===== config.mk =====
export PLATFORM = sky130hd
export DESIGN_NAME = mem_arbiter
export DESIGN_NICKNAME = d
export VERILOG_FILES = /design/src/rtl/mem_arbiter_pkg.sv /design/src/rtl/mem_arbiter_arb_prio2.sv /design/src/rtl/mem_arbiter.sv
export SDC_FILE = /design/constraint.sdc
export NUM_CORES = 1
export LEC_CHECK = 0
export ABC_AREA = 1
export BUFFER_PORTS_ARGS = -buffer_cell sky130_fd_sc_hd__buf_2
export CAP_MARGIN = 20
export CORE_MARGIN = 3
export CORE_UTILIZATION = 37
export DETAILED_ROUTE_END_ITERATION = 8
export GPL_TIMING_DRIVEN = 1
export HOLD_SLACK_MARGIN = 0.05
export PLACE_DENSITY = 0.76
export SLEW_MARGIN = 25
export SYNTH_ARGS = -nofsm -noshare
export SYNTH_HDL_FRONTEND = slang
export SYNTH_HIERARCHICAL = 1
export SYNTH_SLANG_ARGS = --single-unit

===== constraint.sdc =====
create_clock -name clock -period 1.1 [get_ports clock]
set_input_delay 0 -clock clock [delete_from_list [all_inputs] [get_ports clock]]
set_output_delay 0 -clock clock [all_outputs]
set_load 0.03 [all_outputs]

===== src/rtl/mem_arbiter_pkg.sv =====
// Shared types and defaults for the two-port memory arbiter.
// Port indices, read-return owner tags and the default starvation limit.
package mem_arbiter_pkg;

    typedef enum logic {
        PORT_CPU    = 1'b0,
        PORT_LOADER = 1'b1
    } port_t;

    typedef enum logic [1:0] {
        RD_NONE = 2'd0,
        RD_P0   = 2'd1,
        RD_P1   = 2'd2
    } rd_tag_t;

    localparam int DEFAULT_MAX_WAIT = 4;

endpackage


===== src/rtl/mem_arbiter_arb_prio2.sv =====
// Two-input grant logic: fixed priority to port 0 with a starvation guard for port 1,
// or alternating priority on contention when MEM_ARBITER_ROUND_ROBIN_EN is defined.
module arb_prio2
    import mem_arbiter_pkg::*;
#(
    parameter int MAX_WAIT = DEFAULT_MAX_WAIT
) (
    input  logic clock,
    input  logic reset,
    input  logic req0,
    input  logic req1,
    output logic gnt0,
    output logic gnt1
);

    logic sel1;

`ifdef MEM_ARBITER_ROUND_ROBIN_EN
    logic last_winner;

    assign sel1 = req1 & (!req0 | (last_winner == PORT_CPU));

    always_ff @(posedge clock) begin
        if (reset)
            last_winner <= PORT_CPU;
        else if (gnt0)
            last_winner <= PORT_CPU;
        else if (gnt1)
            last_winner <= PORT_LOADER;
    end
`else
    logic [3:0] wait_cnt;
    logic       starve;

    assign starve = int'(wait_cnt) >= MAX_WAIT;
    assign sel1   = req1 & (!req0 | starve);

    // Counts consecutive cycles port 1 asked and lost; any gap in asking restarts it.
    always_ff @(posedge clock) begin
        if (reset || gnt1 || !req1)
            wait_cnt <= 4'd0;
        else if (wait_cnt != 4'hf)
            wait_cnt <= wait_cnt + 4'd1;
    end
`endif

    assign gnt0 = req0 & !sel1 & !reset;
    assign gnt1 = sel1 & !reset;

endmodule


===== src/rtl/mem_arbiter.sv =====
// Shares one single-port synchronous RAM between the CPU data port and the loader.
// Combinational grant; read data one cycle after grant; optional MEM_ARBITER_ROUND_ROBIN_EN.
module mem_arbiter
    import mem_arbiter_pkg::*;
#(
    parameter int ADDR_SIZE = 18,
    parameter int WORD_SIZE = 18,
    parameter int MAX_WAIT  = DEFAULT_MAX_WAIT
) (
    input  logic                 clock,
    input  logic                 reset,
    input  logic                 p0_req,
    input  logic                 p0_we,
    input  logic [ADDR_SIZE-1:0] p0_addr,
    input  logic [WORD_SIZE-1:0] p0_wdata,
    output logic                 p0_gnt,
    output logic                 p0_rvalid,
    output logic [WORD_SIZE-1:0] p0_rdata,
    input  logic                 p1_req,
    input  logic                 p1_we,
    input  logic [ADDR_SIZE-1:0] p1_addr,
    input  logic [WORD_SIZE-1:0] p1_wdata,
    output logic                 p1_gnt,
    output logic                 p1_rvalid,
    output logic [WORD_SIZE-1:0] p1_rdata,
    output logic                 mem_write_enable,
    output logic [ADDR_SIZE-1:0] mem_addr,
    output logic [WORD_SIZE-1:0] mem_in,
    input  logic [WORD_SIZE-1:0] mem_out
);

    rd_tag_t              rd_pend;
    logic [WORD_SIZE-1:0] p0_rdata_q;
    logic [WORD_SIZE-1:0] p1_rdata_q;

    arb_prio2 #(.MAX_WAIT(MAX_WAIT)) u_arb (
        .clock (clock),
        .reset (reset),
        .req0  (p0_req),
        .req1  (p1_req),
        .gnt0  (p0_gnt),
        .gnt1  (p1_gnt)
    );

    assign mem_addr         = p1_gnt ? p1_addr  : p0_addr;
    assign mem_in           = p1_gnt ? p1_wdata : p0_wdata;
    assign mem_write_enable = (p0_gnt & p0_we) | (p1_gnt & p1_we);

    always_ff @(posedge clock) begin
        if (reset)
            rd_pend <= RD_NONE;
        else if (p0_gnt && !p0_we)
            rd_pend <= RD_P0;
        else if (p1_gnt && !p1_we)
            rd_pend <= RD_P1;
        else
            rd_pend <= RD_NONE;
    end

    // The RAM presents read data in the cycle after the grant, so the return is a
    // combinational pass-through; the hold registers keep it visible afterwards.
    assign p0_rvalid = (rd_pend == RD_P0) & !reset;
    assign p1_rvalid = (rd_pend == RD_P1) & !reset;

    always_ff @(posedge clock) begin
        if (reset) begin
            p0_rdata_q <= '0;
            p1_rdata_q <= '0;
        end else begin
            if (p0_rvalid)
                p0_rdata_q <= mem_out;
            if (p1_rvalid)
                p1_rdata_q <= mem_out;
        end
    end

    assign p0_rdata = p0_rvalid ? mem_out : (reset ? '0 : p0_rdata_q);
    assign p1_rdata = p1_rvalid ? mem_out : (reset ? '0 : p1_rdata_q);

endmodule


==> results of run 1 <==
==> stage by stage <==
step	util	TNS (ps)	hold slack, ps
after CTS	0.929	-29250	75.6
after global placement	0.642	-7920	202
after floorplan	-	-7310	47.0
after detailed placement	0.642	-9810	215
==> synth_stat cells, drive strengths merged <==
| cell | number |
|---|---|
| ha | 1 |
| clkbuf | 3 |
| xnor2 | 1 |
| nand2 | 118 |
| nor2 | 7 |
| nand4 | 39 |
| dfxtp | 42 |
| nand3b | 1 |
| inv | 42 |
| o21ai | 36 |
| conb | 1 |
| a21oi | 3 |
| nand3 | 37 |
| nor3 | 1 |
| buf | 20 |
==> what timing repair did <==
item / 4_1_cts
endpoints found under the setup margin: 78
cloned: 17
hold endpoints to repair: 24
resized for setup: 262
hold buffers: 18
setup buffers: 31
pin swaps: 63
==> kinds of logic after synthesis <==
family	after synthesis
simple gates	203
flops	42
compound gates	39
other cells	1
xor+xnor	1
buf+inv	65
fa+ha+maj	1
==> summary.txt, run 1 <==
Outcome
  • Run status: stopped before the end
  • Failed at: global routing
  • Error: [ERROR DPL-0038] Utilization greater than 100%, impossible to legalize

Placed design
  • Placed Instance Area: 4100 µm²
  • Hpwl dp: 6610 µm
  • IO buf count: 172
  • Placer Congestion: 0.791
  • Place WS: -340 ps
  • Inst Count DP: 622

Synthesis
  • Post-synthesis mux area share: 0
  • Largest area contributor in the netlist: dfxtp_1
  • Mapped Cells: 352
  • Cell Area, Synth: 2460 µm²
  • FF+latch count, synth: 42
  • Post-synthesis area per instance: 6.99 µm²
  • Largest family of logic cells by synthesized area: simple AND/OR/NAND/NOR gates
  • Yosys warnings: 6
  • Post-synthesis sequential area ratio: 0.342
  • Compound-Gate Fraction of Synth Area: 0.0809
  • Synth Area in Simple Gates: 0.425
  • Area contributors post-synth: dfxtp_1, nand2_1, nand4_1
  • Yosys top cell area share: 0.342
  • Adder-Cell Fraction of Synth Area: 0.00509
  • XOR/XNOR Fraction of Synth Area: 0.00356
  • Unique masters post-synth: 26
  • Syn Nets: 449

Timing
  • Worst-path end type: output port
  • Post-GRT worst EP: mem_addr[12]

Global route
  • Largest net degree at the start of global routing: 37

Clocking
  • CTS Root Cell: clkbuf_8
  • CTS Buf Count: 5
  • H-Tree Depth: 2
  • TritonCTS Sinks: 42
  • Clk buf depth: 2

Die
  • Die Ht: 87.5 µm
  • Io pins: 173
  • Die W: 87.5 µm
  • Starting density of the core: 0.385
  • Core Rows: 29
==> inputs of run 2 (changes only) <==
Settings changed: CORE_UTILIZATION 37 to 25, HOLD_SLACK_MARGIN 0.05 to unset, PLACE_DENSITY 0.76 to unset, PLACE_DENSITY_LB_ADDON set to 0.15.
Clock period 1.1 ns to 1.4 ns, I/O delays scaled along.
==> run 2 against run 1 <==
Compared with the run above: the flow now finishes, with violations (setup timing); area after synthesis stayed put; synthesized cell count is the same.
==> summary.txt, run 2 <==
Critical path
  • Req. time, crit path: 1400 ps
  • Top fanout value on the critical path: 7
  • Worst Setup EP: mem_addr[15]
  • CP startpoint: u_arb/wait_cnt[2]$_SDFFE_PP0P_
  • Reg2reg path depth: 8
  • Critical Path, Cell by Cell: nor2_4 > nand2_2 > nand2_2 > nor2_4 > buf_8 > clkbuf_16 > nand2_1 > o21ai_2 > buf_6
  • CP arrival: 1550 ps
  • Slowest CP cell: dfxtp_2
  • RR Endpoint: rd_pend[1]$_SDFF_PP0_
  • Worst R2R Start: u_arb/wait_cnt[2]$_SDFFE_PP0P_
  • Slowest stage delay, CP: 350 ps
  • Worst setup SP type: flop
  • Worst R2R Setup Slack: 230 ps
  • Worst setup path category: flop to output pin
  • CP Capture Type: output pin

Synthesis
  • Area contributors post-synth: dfxtp_1, nand2_1, nand4_1
  • Unique masters post-synth: 26 (unchanged)
  • Largest area contributor in the netlist: dfxtp_1
  • Post-synth EDFFs: 0 (unchanged)
  • Post-synthesis sequential area ratio: 0.342 (unchanged)
  • Ys async rst share: 0 (unchanged)
  • Most common cell in the synthesized netlist: nand2_1
  • Syn Nets: 449 (unchanged)
  • Main synth FF type: dfxtp_1
  • Cell Area, Synth: 2460 µm² (unchanged)
  • Yosys warnings: 6 (unchanged)
  • Yosys top cell area share: 0.342 (unchanged)
  • Mapped Cells: 352 (unchanged)
  • Post-synthesis area per instance: 6.99 µm² (unchanged)
  • FF+latch count, synth: 42 (unchanged)
  • Most frequent cells after synthesis: nand2_1, dfxtp_1, inv_1

Routing
  • Routed Antenna Nets: 0
  • Routed vias: 2,992
  • DRC: 0
  • Drt initial violations: 98
  • Number of detailed-route iterations in the first pass: 4
  • Routed vias/inst: 4.40
  • WL/cell: 13.0 µm
  • Drt total wl: 8860 µm

Clocking
  • H-Tree Depth: 2 (unchanged)
  • Clk buf depth: 2 (unchanged)
  • CTS Root Cell: clkbuf_8
  • Clock slew at reported path FFs: 80 ps
  • TritonCTS Sinks: 42 (unchanged)
  • CTS Buf Count: 5 (unchanged)
  • Skew-Pair Late Insertion Delay: 290 ps
  • CTS tree: yes

Final layout
  • Nets@finish: 648
  • Layout cells sized above 1: 0.537
  • Commonest cells after routing, fill and taps aside: buf_2, nand2_1, buf_6, inv_1
  • Biggest regs: p0_rdata_q (18), p1_rdata_q (18), u_arb/wait_cnt (4)
  • Commonest non-fill, non-tap cell in the layout: buf_2
  • Area grow syn2layout: 86.1%
  • Diode count: 0

Outcome
  • Failing checks: setup timing
  • Run status: complete, but fails checks

Die
  • Die footprint: 11,100 µm²
  • Starting density of the core: 0.261 (-0.124)
  • Core Rows: 35 (+21%)
  • Die W: 105 µm (+20%)
  • CORE AREA: 9420 µm²
  • Io pins: 173 (unchanged)
  • Die Ht: 105 µm (+20%)

Placed design
  • Placer Congestion: 0.788 (-0.42%)
  • Place WS: 35.9 ps (+376 ps)
  • IO buf count: 172 (unchanged)
  • Hpwl dp: 6430 µm (-2.7%)

Global route
  • First-pass GRT wire length: 13,300 µm
  • Vias in the first global route: 2,807
  • Largest net degree at the start of global routing: 39
  • Total grt overflow: 0
  • GRT Util Overall: 0.147
  • Initial antenna violation count: 0

Timing
  • Fin. max-slew vios: 0
  • Final WS setup: -150 ps
  • Post-layout min period: 1550 ps
  • Setup TNS: -4460 ps
  • Fmax: 645 MHz
  • Fin crit share: 1.11
  • RSZ-0062 raised after global routing: yes
  • Final setup vio count: 38
  • Worst Skew: 8.34 ps
  • Final hold viol count: 0

Power and ir drop
  • Power Total: 0.00328 W
  • Pwr Density: 716 nW/µm²
  • VDD IR max: 329 µV
  • Leakage power: 2.54 nW

Job
  • Max_cap viols: 0

Hold path
  • Hold WC Path Type: primary input to flop
-- run 2: cell families (layout without fill, tap and decap cells) --
| kind of cell | count (synthesis) | after routing | share of synthesized area |
|---|---|---|---|
| fa+ha+maj | 1 | 1 | 0.00509 |
| compound gates | 39 | 39 | 0.0809 |
| flops | 42 | 42 | 0.342 |
| simple gates | 203 | 205 | 0.425 |
| xor+xnor | 1 | 1 | 0.00356 |
| other cells | 1 | 1 | 0.00152 |
| buf+inv | 65 | 262 | 0.142 |
-- run 2: repair_timing --
action	in CTS	in global routing
hold buffers	10	0
setup endpoints to repair	76	70
setup buffers	3	8
pin swaps	31	10
hold endpoints to repair	13	0
gates cloned	2	6
gates resized for setup	109	44
-- run 2: critical path: cells and delay by family (launching register included) --
family,cells,cell delay [ps]
flip-flops,1,350
AND/OR/NAND/NOR,5,360
AO/OA/AOI/OAI,1,60
buffers and inverters,3,490
-- run 2: metal layers --
metal / vias up / GRT usage / routed length (µm)
li1: 1559 / - / -
met1: 1312 / 0.165 / 3610
met2: 109 / 0.270 / 4500
met3: 12 / 0.0445 / 629
met4: 0 / 0.0347 / 127
met5: - / 0 / 0
-- run 2: stage by stage --
stage / cells / hold slack [ps] / cell area [µm²] / utilization
floorplan: 352 / 41.9 / 2620 / -
global placement: 644 / 208 / 3600 / 0.383
CTS: 666 / 2.69 / 4250 / 0.451
global route: 680 / 17.3 / 4580 / 0.486
finish: 680 / 13.0 / 4580 / 0.486
detailed placement: 644 / 208 / 3600 / 0.383
-- run 2: final cells by class --
class / count / area [µm²]
fillers: 908 / 4840
repair buffers: 213 / 1680
multi-input cells: 247 / 1590
flip-flops and latches: 42 / 851
inverters: 42 / 180
well taps: 129 / 161
clock buffers: 6 / 82.6
clock inverters: 1 / 30.0
-- run 2: power breakdown --
group          internal [W]  switching, W
clock              0.000571      0.000408
combinational      0.000492      0.000584
sequential          0.00121     0.0000109
total               0.00227       0.00100
-- run 2: worst min-delay path by stage --
| stage | from | endpoint | slack [ps] | cells past startpoint |
|---|---|---|---|---|
| after floorplan | reset | p1_gnt | 40 | 1 |
| after CTS | mem_out[13] | p0_rdata_q[13]$_SDFFE_PP0P_ | 3 | 3 |
| after detailed placement | p0_we | rd_pend[0]$_SDFF_PP0_ | 210 | 2 |
| after global placement | p0_we | rd_pend[0]$_SDFF_PP0_ | 210 | 2 |
| after global routing | mem_out[3] | p1_rdata_q[3]$_SDFFE_PP0P_ | 20 | 3 |
| final | mem_out[2] | p0_rdata_q[2]$_SDFFE_PP0P_ | 10 | 3 |
(Power assumes the default switching activity.)
==> inputs of run 3 (changes only) <==
Settings changed: BUFFER_PORTS_ARGS -buffer_cell sky130_fd_sc_hd__buf_2 to -buffer_cell sky130_fd_sc_hd__buf_4.
==> run 3 against run 2 <==
Compared with the run above: sequential power hardly changed; largest cell class unchanged; clock power shrank 1%; the run still ends with setup timing left; clock skew down 1.9 ps; cell count unchanged; wire length grew 8.8%; via count rose by 3.5%; global-route usage up 1.5 points; die area is the same; register-to-register slack got worse by 70 ps; combinational power rose by 12%.
==> summary.txt, run 3 (synthesized netlist as in run 2, its figures left out) <==
Outcome
  • Run status: complete, but fails checks
  • Failing checks: setup timing

Timing
  • Fin. max-slew vios: 0 (unchanged)
  • Worst Skew: 6.41 ps (-1.93 ps)
  • Final setup vio count: 38 (unchanged)
  • Final WS setup: -130 ps (+20.3 ps)
  • Post-layout min period: 1530 ps (-20.3 ps)
  • Final hold viol count: 0 (unchanged)
  • Worst hold slack: 3.74 ps (-9.21 ps)
  • Fin crit share: 1.09 (-0.0145)
  • RSZ-0062 raised after global routing: yes
  • Fmax: 654 MHz (+1.3%)
  • Setup TNS: -3690 ps (+767 ps)

Global route
  • Largest net degree at the start of global routing: 27 (-31%)
  • Total grt overflow: 0 (unchanged)
  • Initial antenna violation count: 0 (unchanged)
  • First-pass GRT wire length: 14,500 µm (+8.9%)
  • GRT Util Overall: 0.162 (+0.0148)
  • Vias in the first global route: 3,028 (+7.9%)

Final layout
  • Layout cells sized above 1: 0.541 (+0.00363)
  • Area grow syn2layout: 101%
  • Commonest cells after routing, fill and taps aside: buf_4, nand2_1, buf_6, inv_1
  • Diode count: 0 (unchanged)
  • Commonest non-fill, non-tap cell in the layout: buf_4
  • Biggest regs: p0_rdata_q (18), p1_rdata_q (18), u_arb/wait_cnt (4)
  • Nets@finish: 648 (unchanged)
  • Final-layout fill cell count: 895 (-1.4%)
  • Fin cells: 680 (unchanged)

Die
  • Die W: 105 µm (unchanged)
  • Starting density of the core: 0.261 (unchanged)
  • CORE AREA: 9420 µm² (unchanged)
  • Io pins: 173 (unchanged)
  • Die footprint: 11,100 µm² (unchanged)
  • Core Rows: 35 (unchanged)
  • Die Ht: 105 µm (unchanged)

Routing
  • Number of detailed-route iterations in the first pass: 4 (unchanged)
  • Drt total wl: 9640 µm (+8.8%)
  • Drt initial violations: 81 (-17%)
  • Routed vias: 3,097 (+3.5%)
  • Routed Antenna Nets: 0 (unchanged)
  • Routed vias/inst: 4.55 (+3.5%)
  • DRC: 0 (unchanged)
  • WL/cell: 14.2 µm (+8.8%)

Critical path
  • Critical Path, Cell by Cell: nor2_2 > nand2_1 > nand2_2 > nor2_4 > buf_12 > buf_16 > o21ai_2 > buf_6
  • Crit. path cell count: 8 (-1)
  • RR Endpoint: rd_pend[1]$_SDFF_PP0_
  • Worst R2R Setup Slack: 160 ps (-70 ps)
  • Worst Setup EP: mem_in[12]
  • CP arrival: 1530 ps (-20 ps)
  • Worst setup SP type: flop
  • Worst setup path category: flop to output pin
  • Worst path bufs/invs: 3 (unchanged)
  • CP startpoint: u_arb/wait_cnt[2]$_SDFFE_PP0P_
  • Reg2reg path depth: 10 (+2)
  • Slowest CP cell: dfxtp_2
  • CP Capture Type: output pin
  • Req. time, crit path: 1400 ps (about the same)
  • Slowest stage delay, CP: 320 ps (-30 ps)
  • Worst R2R Start: u_arb/wait_cnt[2]$_SDFFE_PP0P_
  • Top fanout value on the critical path: 11 (+4)
  • CP top delay family: buffers and inverters

Job
  • Max_cap viols: 0 (unchanged)

Clocking
  • Skew-Pair Late Insertion Delay: 290 ps (about the same)
  • CTS tree: yes
  • CTS Buf Count: 5 (unchanged)
  • H-Tree Depth: 2 (unchanged)
  • TritonCTS Sinks: 42 (unchanged)
  • CTS Root Cell: clkbuf_8
  • Clock slew at reported path FFs: 80 ps (about the same)
  • Clk buf depth: 2 (unchanged)

Power and ir drop
  • Switching part of the total power: 0.301 (-0.00509)
  • P_sw: 0.00102 W (+2.1%)
  • Clock Power Share: 0.285 (-0.014)
  • Leakage power: 2.65 nW (+4.3%)
  • P_int: 0.00238 W (+4.6%)
  • Logic pwr share: 0.356 (+0.028)
  • VDD IR max: 378 µV (+15%)
  • Pwr Density: 689 nW/µm² (-3.7%)
  • Share of power burned in registers: 0.359 (-0.014)

Placed design
  • Place WS: 80.6 ps (+44.6 ps)
  • IO buf count: 172 (unchanged)
  • Placer Congestion: 0.810 (+2.8%)
  • Hpwl dp: 6880 µm (+7.0%)
  • Inst Count DP: 643 (-0.16%)

Hold path
  • Hold WC Path Type: primary input to flop
## run 3: cell count changes in the layout (fill, tap and decap cells not counted), sizes merged
cell	before	now
dlygate4sd3	10	13
buf	195	197
clkbuf	14	9
## run 3: routing by layer
layer | track usage | part of all wire | vias up
li1 | - | - | 1552
met1 | 0.175 | 0.40 | 1401
met2 | 0.296 | 0.50 | 124
met3 | 0.0531 | 0.072 | 20
met4 | 0.0506 | 0.024 | 0
met5 | 0 | 0 | -
## run 3: how the worst min path moves through the flow
stage | start | slack [ps] | cells past startpoint | to
floorplan | reset | 40 | 1 | p1_gnt
global placement | p0_we | 190 | 2 | rd_pend[0]$_SDFF_PP0_
detailed placement | p0_we | 200 | 2 | rd_pend[0]$_SDFF_PP0_
CTS | mem_out[14] | 1 | 3 | p1_rdata_q[14]$_SDFFE_PP0P_
global route | mem_out[10] | 2 | 3 | p1_rdata_q[10]$_SDFFE_PP0P_
finish | mem_out[14] | 4 | 3 | p1_rdata_q[14]$_SDFFE_PP0P_
## run 3: per-stage QoR
| stage | area [µm²] | total power [W] | util |
|---|---|---|---|
| 6_report | 4940 | 0.00340 | 0.524 |
| 5_1_grt | 4940 | 0.00357 | 0.524 |
| 4_1_cts | 4570 | 0.00333 | 0.485 |
| 3_5_place_dp | 4000 | 0.00219 | 0.425 |
| 3_3_place_gp | 4000 | 0.00218 | 0.425 |
| 2_1_floorplan | 2620 | 0.00176 | - |
## run 3: area by class of cell
class	instances	area (µm²)	share of cell area
clock buffers	6	82.6	0.0167
flip-flops and latches	42	851	0.172
multi-input cells	247	1650	0.334
inverters	42	180	0.0365
clock inverters	1	30.0	0.00608
well taps	129	161	0.0327
repair buffers	213	1980	0.402
## run 3: repair_timing
| action | CTS | global route |
|---|---|---|
| endpoints found under the setup margin | 66 | 60 |
| buffers inserted | 6 | 2 |
| resized for setup | 54 | 55 |
| hold endpoints to repair | 16 | 0 |
| pin swaps | 28 | 7 |
| hold buffers | 13 | 0 |
| cloned | 3 | 7 |
## run 3: worst reg2reg max path, cell delays in order, from the launching register on
cell,delay (ps)
dfxtp_2,320
nor2_2,110
nand2_1,70
nand2_2,90
buf_4,120
buf_6,90
nand2_4,40
nor2_4,120
inv_1,60
nor2_1,90
nor2_1,50
## run 3: power by group through the flow
stage	clock network [W]	registers, W	logic (W)
5_1_grt	0.00106	0.00122	0.00129
3_3_place_gp	0	0.00125	0.000927
6_report	0.000968	0.00122	0.00121
3_5_place_dp	0	0.00125	0.000934
2_1_floorplan	0	0.00125	0.000506
4_1_cts	0.00100	0.00122	0.00110
